**config.mk**
```make
export PLATFORM = sky130hd
export DESIGN_NAME = regfile_sequencer_flat
export DESIGN_NICKNAME = d
export VERILOG_FILES = /design/src/rtl/regfile_seq_pkg.sv /design/src/rtl/regfile_sequencer_if.sv /design/src/rtl/regfile_alu.sv /design/src/rtl/regfile_sequencer.sv /design/src/flat_wrapper.sv
export SDC_FILE = /design/constraint.sdc
export NUM_CORES = 1
export LEC_CHECK = 0
export CAP_MARGIN = 20
export CORE_UTILIZATION = 29
export CTS_BUF_LIST = sky130_fd_sc_hd__clkbuf_16
export DETAILED_ROUTE_END_ITERATION = 6
export SETUP_SLACK_MARGIN = 0.15
export SYNTH_ARGS = -nofsm -noshare
export SYNTH_HDL_FRONTEND = slang
export SYNTH_SLANG_ARGS = --single-unit
```
**constraint.sdc**
```tcl
create_clock -name Clock -period 2.5 [get_ports Clock]
set_input_delay 0.75 -clock Clock [delete_from_list [all_inputs] [get_ports Clock]]
set_output_delay 0.75 -clock Clock [all_outputs]
set_load 0.01 [all_outputs]
```
**src/rtl/regfile_seq_pkg.sv**
```systemverilog
// regfile_seq_pkg: shared widths, instruction field positions, opcode and FSM state types
package regfile_seq_pkg;
    localparam int ADDR_W  = 4;
    localparam int DATA_W  = 8;
    localparam int INSTR_W = 16;
    localparam int OP_LSB  = 12;
    localparam int RD_LSB  = 8;
    localparam int RA_LSB  = 4;
    localparam int RB_LSB  = 0;
    typedef enum logic [3:0] {
        OP_NOP = 4'h0, OP_LDI = 4'h1, OP_ADD = 4'h2, OP_SUB = 4'h3,
        OP_AND = 4'h4, OP_OR  = 4'h5, OP_XOR = 4'h6, OP_NOT = 4'h7,
        OP_SHL = 4'h8, OP_SHR = 4'h9, OP_MOV = 4'hA
    } opcode_t;
    typedef enum logic [1:0] {IDLE, READ, EXEC, WRITE} state_t;
endpackage

```
**src/rtl/regfile_sequencer_if.sv**
```systemverilog
// regfile_sequencer_if: instruction handshake and retirement status between control logic and sequencer
interface regfile_sequencer_if;
    import regfile_seq_pkg::*;
    logic [INSTR_W-1:0] instr;
    logic instr_valid;
    logic instr_ready;
    logic done;
    logic err;
    logic flag_c;
    logic flag_z;
    logic busy;
    modport master (output instr, instr_valid, input instr_ready, done, err, flag_c, flag_z, busy);
    modport slave (input instr, instr_valid, output instr_ready, done, err, flag_c, flag_z, busy);
endinterface

```
**src/rtl/regfile_alu.sv**
```systemverilog
// regfile_alu: combinational ALU computing result, flags and write/flag-update/illegal qualifiers
module regfile_alu
    import regfile_seq_pkg::*;
(
    input  logic [3:0]        opcode,
    input  logic [DATA_W-1:0] a,
    input  logic [DATA_W-1:0] b,
    input  logic [DATA_W-1:0] imm8,
    output logic [DATA_W-1:0] result,
    output logic              c,
    output logic              z,
    output logic              writes_rd,
    output logic              updates_flags,
    output logic              illegal
);
    logic [DATA_W:0] sum, diff;
    always_comb begin
        sum = {1'b0, a} + {1'b0, b};
        diff = {1'b0, a} - {1'b0, b};
        result = '0;
        c = 1'b0;
        case (opcode)
            OP_LDI: result = imm8;
            OP_ADD: {c, result} = sum;
            OP_SUB: {c, result} = diff;
            OP_AND: result = a & b;
            OP_OR:  result = a | b;
            OP_XOR: result = a ^ b;
            OP_NOT: result = ~a;
            OP_SHL: {c, result} = {a, 1'b0};
            OP_SHR: {result, c} = {1'b0, a};
            OP_MOV: result = a;
            default: ;
        endcase
    end
    assign z = result == '0;
    assign writes_rd = opcode >= OP_LDI && opcode <= OP_MOV;
    assign updates_flags = opcode >= OP_ADD && opcode <= OP_SHR;
    assign illegal = opcode > OP_MOV;
endmodule

```
**src/rtl/regfile_sequencer.sv**
```systemverilog
// regfile_sequencer: four-state IDLE/READ/EXEC/WRITE sequencer driving a 2R1W register file
// Operands are captured in READ, so write-back to a source register cannot disturb them.
module regfile_sequencer
    import regfile_seq_pkg::*;
(
    input  logic              Clock,
    input  logic              Reset,
    regfile_sequencer_if.slave bus,
    input  logic [DATA_W-1:0] Out_A,
    input  logic [DATA_W-1:0] Out_B,
    output logic [ADDR_W-1:0] Addr_A,
    output logic [ADDR_W-1:0] Addr_B,
    output logic [ADDR_W-1:0] Addr_WR,
    output logic              WR,
    output logic [DATA_W-1:0] DIN
);
    state_t state, state_n;
    logic [INSTR_W-1:0] ir;
    logic [DATA_W-1:0] op_a, op_b, din_q, alu_res;
    logic [ADDR_W-1:0] awr_q;
    logic wr_q, err_q, fc, fz;
    logic alu_c, alu_z, alu_wr, alu_upd, alu_ill;
    regfile_alu u_alu (
        .opcode(ir[OP_LSB +: 4]),
        .a(op_a),
        .b(op_b),
        .imm8(ir[DATA_W-1:0]),
        .result(alu_res),
        .c(alu_c),
        .z(alu_z),
        .writes_rd(alu_wr),
        .updates_flags(alu_upd),
        .illegal(alu_ill)
    );
    always_ff @(posedge Clock)
        state <= Reset ? IDLE : state_n;
    always_comb begin
        state_n = IDLE;
        case (state)
            IDLE:  state_n = bus.instr_valid ? READ : IDLE;
            READ:  state_n = EXEC;
            EXEC:  state_n = WRITE;
            default: state_n = IDLE;
        endcase
    end
    always_ff @(posedge Clock) begin
        if (Reset) begin
            ir <= '0;
            op_a <= '0;
            op_b <= '0;
            awr_q <= '0;
            din_q <= '0;
            wr_q <= 1'b0;
            err_q <= 1'b0;
            fc <= 1'b0;
            fz <= 1'b0;
        end else begin
            if (state == IDLE && bus.instr_valid) ir <= bus.instr;
            if (state == READ) begin
                op_a <= Out_A;
                op_b <= Out_B;
            end
            if (state == EXEC) begin
                wr_q <= alu_wr;
                err_q <= alu_ill;
                if (alu_wr) begin
                    awr_q <= ir[RD_LSB +: ADDR_W];
                    din_q <= alu_res;
                end
                if (alu_upd) begin
                    fc <= alu_c;
                    fz <= alu_z;
                end
            end
        end
    end
    // Retirement strobes are gated by Reset so a write in flight is dropped that same cycle.
    always_comb begin
        bus.instr_ready = state == IDLE && !Reset;
        bus.busy = state != IDLE;
        bus.done = state == WRITE && !Reset;
        bus.err = state == WRITE && !Reset && err_q;
        bus.flag_c = fc;
        bus.flag_z = fz;
        WR = state == WRITE && !Reset && wr_q;
        Addr_A = ir[RA_LSB +: ADDR_W];
        Addr_B = ir[RB_LSB +: ADDR_W];
        Addr_WR = awr_q;
        DIN = din_q;
    end
endmodule
```
**src/flat_wrapper.sv**
```systemverilog
// flat-port wrapper written by rule: the top's interface ports become plain ports
module regfile_sequencer_flat import regfile_seq_pkg::*;
  (Clock, Reset, Out_A, Out_B, Addr_A, Addr_B, Addr_WR, WR, DIN, bus_instr, bus_instr_valid, bus_instr_ready, bus_done, bus_err, bus_flag_c, bus_flag_z, bus_busy);
  regfile_sequencer_if bus_i ();
  input  logic Clock;
  input  logic Reset;
  input  logic [DATA_W-1:0] Out_A;
  input  logic [DATA_W-1:0] Out_B;
  output logic [ADDR_W-1:0] Addr_A;
  output logic [ADDR_W-1:0] Addr_B;
  output logic [ADDR_W-1:0] Addr_WR;
  output logic WR;
  output logic [DATA_W-1:0] DIN;
  input wire logic [$bits(bus_i.instr)-1:0] bus_instr;
  input wire logic [$bits(bus_i.instr_valid)-1:0] bus_instr_valid;
  output wire logic [$bits(bus_i.instr_ready)-1:0] bus_instr_ready;
  output wire logic [$bits(bus_i.done)-1:0] bus_done;
  output wire logic [$bits(bus_i.err)-1:0] bus_err;
  output wire logic [$bits(bus_i.flag_c)-1:0] bus_flag_c;
  output wire logic [$bits(bus_i.flag_z)-1:0] bus_flag_z;
  output wire logic [$bits(bus_i.busy)-1:0] bus_busy;
  assign bus_i.instr = bus_instr;
  assign bus_i.instr_valid = bus_instr_valid;
  assign bus_instr_ready = bus_i.instr_ready;
  assign bus_done = bus_i.done;
  assign bus_err = bus_i.err;
  assign bus_flag_c = bus_i.flag_c;
  assign bus_flag_z = bus_i.flag_z;
  assign bus_busy = bus_i.busy;
  regfile_sequencer u_core (.Clock(Clock), .Reset(Reset), .bus(bus_i), .Out_A(Out_A), .Out_B(Out_B), .Addr_A(Addr_A), .Addr_B(Addr_B), .Addr_WR(Addr_WR), .WR(WR), .DIN(DIN));
endmodule
```
==> impl_metrics.toml, run 1 <==
[run_status]
outcome = "complete, but fails checks"
failed_checks = "design-rule violations"

[synthesis]
post_synth_inst_count = 437
synth_area_um2 = 3520
async_reset_ff_share_pct = 0
synth_fp_nets = 503
yosys_warnings = 0
ys.flop_type = "dfxtp_1"
synth_cell_types = 62
syn_area_per_cell_um2 = 8.05
synth_edf_count = 0
ys_seq_elements = 50
yosysSeqAreaShare_pct = 28.5

[grt]
antenna_found_initial = 0
grt_start_max_net_pins = 29
grt.total_usage_pct = 17.1
grt_pass1_vias = 3354
grt_pass1_wl_mm = 17.2
grt_overflow = 0

[layout]
stdcell_area_um2 = 4830
drive_above_1_share_pct = 18.6
final_nets = 591
utilization_pct = 41.6
antenna_cells = 0
syn2layout_area_growth_pct = 37.5

[power]
p_comb_share_pct = 45.5
cellLeakagePower_uw = 0.00190
p_seq_share_pct = 31.0
power_uw = 3110
switchingPower_uw = 1170
clock_power_share_pct = 23.5
p_sw_share_pct = 37.7
p_int_uw = 1940
power_density_nw_per_um2 = 644
peakVddDrop_uv = 289

[routing]
vias = 3353
avgViaCountPerCell = 5.01
routedWlPerCell_um = 15.5
antenna_left = 0
drt_iter0_markers = 158
wirelength_mm = 10.4
drt_first_pass_iters = 6
drc = 3

[critical_path]
timing.rr.start = "u_core.op_a[0]"
cpMaxStageDelayCell = "dfxtp_2"
critPathMaxStageDelay_ps = 340
cp_data_required_time_ps = 2750
cp_max_fo = 3
r2r.worst_path.cells = 11
rrSetupSlack_ps = 120
reg2reg_to = "u_core.DIN[6]"
crit_chain = "inv_2, ha_4, inv_2, fa_2, nor2b_4, o211ai_1, o311ai_4, o21a_1, mux2_4, o221ai_4, o311a_1"
path_buf_inv = 2
cp_common_cell = "inv_2"
end_kind = "flip-flop"
cp_data_arrival_time_ps = 2630
path_class = "reg -> reg"
start_kind = "flip-flop"
crit_family = "compound AO/OA/AOI/OAI gates"

[die]
dieHeight_um = 112
die_x_um = 112
die_area_um2 = 12600
io_pins = 62
core_region_area_um2 = 11600
start_util_pct = 30.3
rows = 39

[placed_design]
placed_area_um2 = 4510
place_congestion = 0.850
dp_slack_ps = -64.7
portBuffers = 61
dp_hpwl_mm = 8.16

[sta]
relSlewSlack_pct = 59.9
tightest_slew_ps = 599
final_max_slew_viol_count = 0
fin_crit_ps = 2380
finClkSkew_ps = 6.55
clock.fmax_mhz = 419
fin_ws_ps = 116
grt_setup_unrepaired = "true"
fin_crit_sh_pct = 95.4
final_hold_viol_count = 0
setup_viol = 0

[clock_tree]
postCtsHoldBufs = 0
clkLatencyLatePin_ps = 300
clockRootBuffer = "clkbuf_16"
cts_tree = "built"
path_clk_slew_ps = 80
clockBufferDepth = 2
htreeDepth = 2
numCtsBuffers = 5
clkSinkCount = 50

[job]
cap_violations = 0

[hold_path]
whs_endpoint = "u_core.ir[9]"
min-delay-path-class = "reg -> reg"
holdPathStages = 2
min_from = "u_core.ir[9]"
==> logic make-up after synthesis <==
| group | Yosys count | synth area share (%) |
|---|---|---|
| compound gates | 101 | 19.9 |
| xor+xnor | 3 | 0.747 |
| flops | 50 | 28.5 |
| mux | 40 | 11.6 |
| simple gates | 147 | 19.0 |
| fa+ha+maj | 31 | 11.5 |
| buf+inv | 65 | 8.83 |
==> power by group through the flow <==
stage	clock (µW)	sequential, µW	combinational, µW
floorplan	0	972	789
global placement	0	978	1280
detailed placement	0	982	1290
CTS	752	966	1350
global route	783	982	1550
finish	730	966	1420
==> per-layer routing <==
metal  share of wire (%)  wire [µm]  track usage [%]  vias to the layer above
met5                   0          0                0                        -
met4                0.91         95             4.44                        0
met3                 5.0        521             2.11                        6
li1                    -          -                -                     1690
met1                  49       5080             23.5                     1562
met2                  45       4700             28.4                       95
==> sequential cells by signal (all words and copies together) (netlist names) <==
register,flops
u_core.ir,16
u_core.wr_q,1
u_core.state,2
u_core.bus.flag_c,1
u_core.op_a,8
u_core.bus.flag_z,1
u_core.Addr_WR,4
u_core.op_b,8
u_core.err_q,1
u_core.DIN,8
==> worst max path at each step <==
stage	start	endpoint	slack, ps	cells past startpoint
after floorplan	u_core.op_a[0]	u_core.DIN[6]	170	11
after global placement	u_core.op_a[0]	u_core.DIN[6]	20	11
after detailed placement	u_core.op_a[0]	u_core.DIN[6]	-60	11
after CTS	u_core.op_a[0]	u_core.DIN[6]	90	11
after global routing	u_core.op_a[0]	u_core.DIN[6]	-20	11
final	u_core.op_a[0]	u_core.DIN[6]	120	11
==> tightest hold or removal path, delay by kind of cell (launching register included) <==
kind | cells | cell delay, ps
AO/OA/AOI/OAI | 1 | 50
flip-flops | 1 | 320
AND/OR/NAND/NOR | 1 | 50
==> synth_stat cells (8+ instances only) <==
| master | n | area [µm²] |
|---|---|---|
| inv_1 | 33 | 124 |
| o21ai_0 | 8 | 40.0 |
| nor2_1 | 52 | 195 |
| buf_4 | 14 | 105 |
| mux2i_1 | 37 | 370 |
| a211oi_1 | 10 | 75.1 |
| dfxtp_1 | 50 | 1000 |
| ha_1 | 29 | 363 |
| nand2_1 | 51 | 191 |
| a21oi_1 | 33 | 165 |
| clkbuf_1 | 8 | 30.0 |
==> area by class of cell <==
class | instances | area (µm²)
Clock buffer | 5 | 125
Clock inverter | 3 | 28.8
Fill cell | 1172 | 6780
Inverter | 33 | 124
Multi-Input combinational cell | 322 | 2350
Sequential cell | 50 | 1010
Tap cell | 143 | 179
Timing Repair Buffer | 113 | 1020
==> what timing repair did <==
item                                    4_1_cts  5_1_grt
gates resized for setup                      24       14
endpoints found under the setup margin        7        5
pin swaps                                     7        8
buffers inserted                              2        1
==> cell usage in the layout (no fill, tap or decap), types with 25 or more instances in the layout <==
cell             synthesis  layout
clkdlybuf4s50_1          0      55
nor2_1                  52      51
nand2_1                 51      51
buf_4                   14      50
dfxtp_1                 50      46
mux2i_1                 37      37
inv_1                   33      31
a21oi_1                 33      31
ha_1                    29      25
==> metrics by stage <==
step	setup TNS [ps]	instances	hold WS (ps)
after floorplan	0	437	436
after global placement	0	658	444
after detailed placement	-112	658	456
after CTS	0	668	468
after global routing	-19.7	669	487
final	0	669	463
Power figures use the tool's default switching activity.
==> run 2: changes to the inputs <==
REMOVE_ABC_BUFFERS = 1   (was default)
==> run 2 against run 1 <==
Effect of this change:
- the run still ends with design-rule violations left
- clock power fell by 0.7%
- flip-flop and latch count did not move
- register-to-register slack improved by 20 ps
- clock skew fell by 1.1 ps
- non-clock buffer count rose by 6
- maximum frequency rose by 0.68%
- via count rose by 0.63%
- largest cell class unchanged
- largest power group unchanged
- highest routed layer unchanged
==> impl_metrics.toml, run 2 (synthesis gave the netlist of run 1 again) <==
[die]
dieHeight_um = 112
die_area_um2 = 12600
io_pins = 62
rows = 39
start_util_pct = 30.3
die_x_um = 112
core_region_area_um2 = 11600

[power]
p_comb_share_pct = 45.1
peakVddDrop_uv = 331
cellLeakagePower_uw = 0.00191
clock_power_share_pct = 23.5
power_uw = 3090
p_seq_share_pct = 31.4
switchingPower_uw = 1160
power_density_nw_per_um2 = 637
p_sw_share_pct = 37.5
p_int_uw = 1930

[sta]
final_hold_viol_count = 0
finClkSkew_ps = 5.40
fin_ws_ps = 132
setup_viol = 0
relSlewSlack_pct = 59.4
fin_crit_ps = 2370
tightest_slew_ps = 601
clock.fmax_mhz = 422
final_max_slew_viol_count = 0
fin_crit_sh_pct = 94.7
grt_setup_unrepaired = "true"

[critical_path]
start_kind = "flip-flop"
path_class = "reg -> reg"
crit_family = "compound AO/OA/AOI/OAI gates"
reg2reg_to = "u_core.DIN[6]"
cp_max_fo = 3
crit_end = "u_core.DIN[6]"
cpMaxStageDelayCell = "fa_2"
cp_data_arrival_time_ps = 2610
end_kind = "flip-flop"
path_buf_inv = 2
rrSetupSlack_ps = 130
crit_path_start = "u_core.op_a[0]"
timing.rr.start = "u_core.op_a[0]"
crit_cells = 11
cp_data_required_time_ps = 2740
crit_chain = "inv_2, ha_4, inv_1, fa_2, nor2b_4, o211ai_1, o311ai_2, o21a_1, mux2_4, o221ai_4, o311a_1"
r2r.worst_path.cells = 11
critPathMaxStageDelay_ps = 350

[grt]
grt_overflow = 0
grt_use_met3_pct = 2.92
top_usage_layer = "met2"
antenna_found_initial = 1
grt_pass1_wl_mm = 17.4
grt_start_max_net_pins = 50
use_met2_pct = 28.9
grt_pass1_vias = 3444
grt.total_usage_pct = 17.3
use_met1_pct = 22.7

[clock_tree]
clkLatencyLatePin_ps = 290
path_clk_slew_ps = 80
clockBufferDepth = 2
cts_tree = "built"
clkSinkCount = 50
clockRootBuffer = "clkbuf_16"
numCtsBuffers = 5
htreeDepth = 2

[placed_design]
portBuffers = 61
dp_hpwl_mm = 8.17
dp_slack_ps = -38.6
dp_cells = 660
place_congestion = 0.860

[routing]
vias = 3374
antenna_left = 0
drt_iter0_markers = 117
drc = 1
avgViaCountPerCell = 4.99
routedWlPerCell_um = 16.0
wirelength_mm = 10.8
drt_first_pass_iters = 6

[layout]
regMostFlops = "u_core.ir"
final_cell_mix = "clkdlybuf4s50_1 (56), buf_4 (56), nand2_1 (51), nor2_1 (50), dfxtp_1 (47)"
utilization_pct = 41.8
largest_reg_flops = 16
drive_above_1_share_pct = 19.2
final_nets = 597
syn2layout_area_growth_pct = 37.9
final_cells = 676

[run_status]
failed_checks = "design-rule violations"
outcome = "complete, but fails checks"

[job]
cap_violations = 0

[hold_path]
min-delay-path-class = "reg -> reg"
run 2: repair_timing:
action	4_1_cts	5_1_grt
gates resized for setup	21	11
buffers inserted	4	3
hold buffers	0	0
pin swaps	7	6
setup endpoints to repair	9	7
run 2: layout make-up:
cell class                      instances  area [µm²]
Timing Repair Buffer                  119        1060
Sequential cell                        50        1000
Fill cell                            1165        6760
Tap cell                              143         179
Multi-Input combinational cell        322        2320
Inverter                               33         124
Antenna cell                            1        2.50
Clock buffer                            5         125
Clock inverter                          3        28.8
run 2: per-layer routing:
layer | wire [µm] | share of wire [%]
met2 | 4960 | 46
met3 | 607 | 5.6
met1 | 5000 | 46
met4 | 231 | 2.1
met5 | 0 | 0
run 2: metrics by stage:
step | instance area, µm² | hold WS, ps | setup TNS, ps
final | 4850 | 466 | 0
after global routing | 4850 | 487 | 0
after CTS | 4770 | 467 | 0
after detailed placement | 4520 | 456 | -50.2
after global placement | 4520 | 443 | 0
after floorplan | 3330 | 430 | 0
run 2: worst min path at each step:
stage,startpoint,cells past startpoint,end
after floorplan,u_core.ir[10],2,u_core.ir[10]
after global placement,u_core.ir[11],2,u_core.ir[11]
after detailed placement,u_core.ir[11],2,u_core.ir[11]
after CTS,u_core.ir[11],2,u_core.ir[11]
after global routing,u_core.ir[11],2,u_core.ir[11]
final,u_core.ir[11],2,u_core.ir[11]
run 2: tightest hold or removal path, cell delays in order (launching register included):
cell     delay, ps
dfxtp_1        320
nand2_1         50
a21oi_1         50
run 2: power groups by stage:
stage	clock [µW]	combinational, µW	sequential, µW
5_1_grt	774	1540	982
2_1_floorplan	0	676	1020
3_3_place_gp	0	1270	981
3_5_place_dp	0	1280	985
6_report	725	1390	969
4_1_cts	752	1340	969
==> run 3: changes to the inputs <==
SETUP_SLACK_MARGIN = default   (was 0.15)
==> run 3 against run 2 <==
Effect of this change:
- clock power is essentially flat
- combinational power fell by 3%
- count of clock-buffer cells in the layout is the same
- hold slack is essentially flat
- via count is 1.0% lower
- first-iteration DRC count is 11% higher
- critical path depth decreased by 7
- critical endpoint is now bus_err
- routed wire length is 1.4% lower
- the run still ends with design-rule violations left
- register-to-register slack got worse by 50 ps
==> impl_metrics.toml, run 3 (synthesis gave the netlist of run 1 again) <==
[run_status]
outcome = "complete, but fails checks"
failed_checks = "design-rule violations"

[clock_tree]
numCtsBuffers = 5
clockRootBuffer = "clkbuf_16"
path_clk_slew_ps = 80
clkSinkCount = 50
clockBufferDepth = 2
cts_tree = "built"
clkLatencyLatePin_ps = 290
htreeDepth = 2
postCtsHoldBufs = 0

[critical_path]
critPathMaxStageDelay_ps = 530
timing.rr.start = "u_core.op_a[0]"
crit_end = "bus_err"
crit_path_start = "Reset"
path_class = "in -> out"
end_kind = "output port"
start_kind = "input port"
crit_cells = 4
path_buf_inv = 2
crit_chain = "buf_2, nor2b_1, and2_1, clkdlybuf4s50_1"
crit_family = "buffers and inverters"
r2r.worst_path.cells = 11
cp_data_arrival_time_ps = 1680
cp_max_fo = 3
cpMaxStageDelayCell = "clkdlybuf4s50_1"
reg2reg_to = "u_core.DIN[6]"
cp_data_required_time_ps = 1750
rrSetupSlack_ps = 80

[sta]
tightest_slew_ps = 594
grt_setup_unrepaired = "true"
clock.fmax_mhz = 412
final_max_slew_viol_count = 0
fin_crit_ps = 2430
finalSetupTns_ps = 0
finClkSkew_ps = 6.01
final_hold_viol_count = 0
relSlewSlack_pct = 60.3
setup_viol = 0
fin_crit_sh_pct = 97.1

[die]
die_x_um = 112
core_region_area_um2 = 11600
rows = 39
start_util_pct = 30.3
die_area_um2 = 12600
dieHeight_um = 112
io_pins = 62

[grt]
grt.total_usage_pct = 17.2
grt_pass1_vias = 3408
antenna_found_initial = 1
grt_start_max_net_pins = 50
grt_pass1_wl_mm = 17.3
grt_overflow = 0

[routing]
drt_iter0_markers = 130
routedWlPerCell_um = 15.9
antenna_left = 0
drt_first_pass_iters = 6
vias = 3340
avgViaCountPerCell = 4.98
wirelength_mm = 10.7
drc = 1

[power]
p_comb_share_pct = 44.4
switchingPower_uw = 1140
cellLeakagePower_uw = 0.00186
p_int_uw = 1910
p_seq_share_pct = 31.8
peakVddDrop_uv = 328
clock_power_share_pct = 23.7
power_uw = 3050
power_density_nw_per_um2 = 637
p_sw_share_pct = 37.3

[layout]
syn2layout_area_growth_pct = 36.1
largest_reg_flops = 16
regMostFlops = "u_core.ir"
layout_commonest_cell = "clkdlybuf4s50_1"
final_cell_mix = "clkdlybuf4s50_1 (60), nor2_1 (52), nand2_1 (51), buf_4 (51), dfxtp_1 (47)"
drive_above_1_share_pct = 17.5
final_nets = 592
utilization_pct = 41.2

[hold_path]
min-delay-path-class = "reg -> reg"

[placed_design]
portBuffers = 61
dp_hpwl_mm = 8.17
place_congestion = 0.860

[job]
cap_violations = 0
[run 3: worst min-delay path by stage]
stage / cells past startpoint / slack [ps] / to / startpoint
2_1_floorplan: 2 / 430 / u_core.ir[10] / u_core.ir[10]
3_3_place_gp: 2 / 440 / u_core.ir[11] / u_core.ir[11]
3_5_place_dp: 2 / 460 / u_core.ir[11] / u_core.ir[11]
4_1_cts: 2 / 470 / u_core.ir[11] / u_core.ir[11]
5_1_grt: 2 / 490 / u_core.ir[11] / u_core.ir[11]
6_report: 2 / 470 / u_core.ir[11] / u_core.ir[11]
[run 3: power groups by stage]
stage	logic, µW	clock network [µW]	registers [µW]
floorplan	676	0	1020
global placement	1270	0	981
detailed placement	1280	0	985
CTS	1310	752	967
global route	1490	774	983
finish	1350	723	970
[run 3: final cells by class]
cell class                 instances  area (µm²)
tap                              143         179
sequential                        50        1010
antenna                            1        2.50
fill                            1172        6830
timing repair buffer             114        1030
clock buffer                       5         125
clock inverter                     3        28.8
inverter                          33         126
multi-input combinational        322        2290
[run 3: metrics by stage]
stage	instances	hold WS, ps	worst slack, ps	area [µm²]
2_1_floorplan	405	430	76.4	3330
3_3_place_gp	660	443	12.1	4520
3_5_place_dp	660	456	-38.6	4520
4_1_cts	669	467	12.4	4700
5_1_grt	671	487	-24.3	4780
6_report	671	466	71.5	4780
[run 3: timing repair]
item                       in CTS  in global routing
cloned                          0                  0
resized for setup               3                 19
setup endpoints to repair       2                  9
buffers inserted                1                  1
pin swaps                       5                  6
[run 3: layer usage]
layer  share of wire, %  GRT usage (%)  vias to the layer above
li1                   -              -                     1696
met1                 48           22.5                     1547
met2                 46           28.9                       84
met3                4.6           2.97                       13
met4                1.4           4.98                        0
met5                  0              0                        -
[run 3: tightest hold or removal path, stage by stage, from the launching register on]
cell and delay, ps:
dfxtp_1 320, nand2_1 50, a21oi_1 50
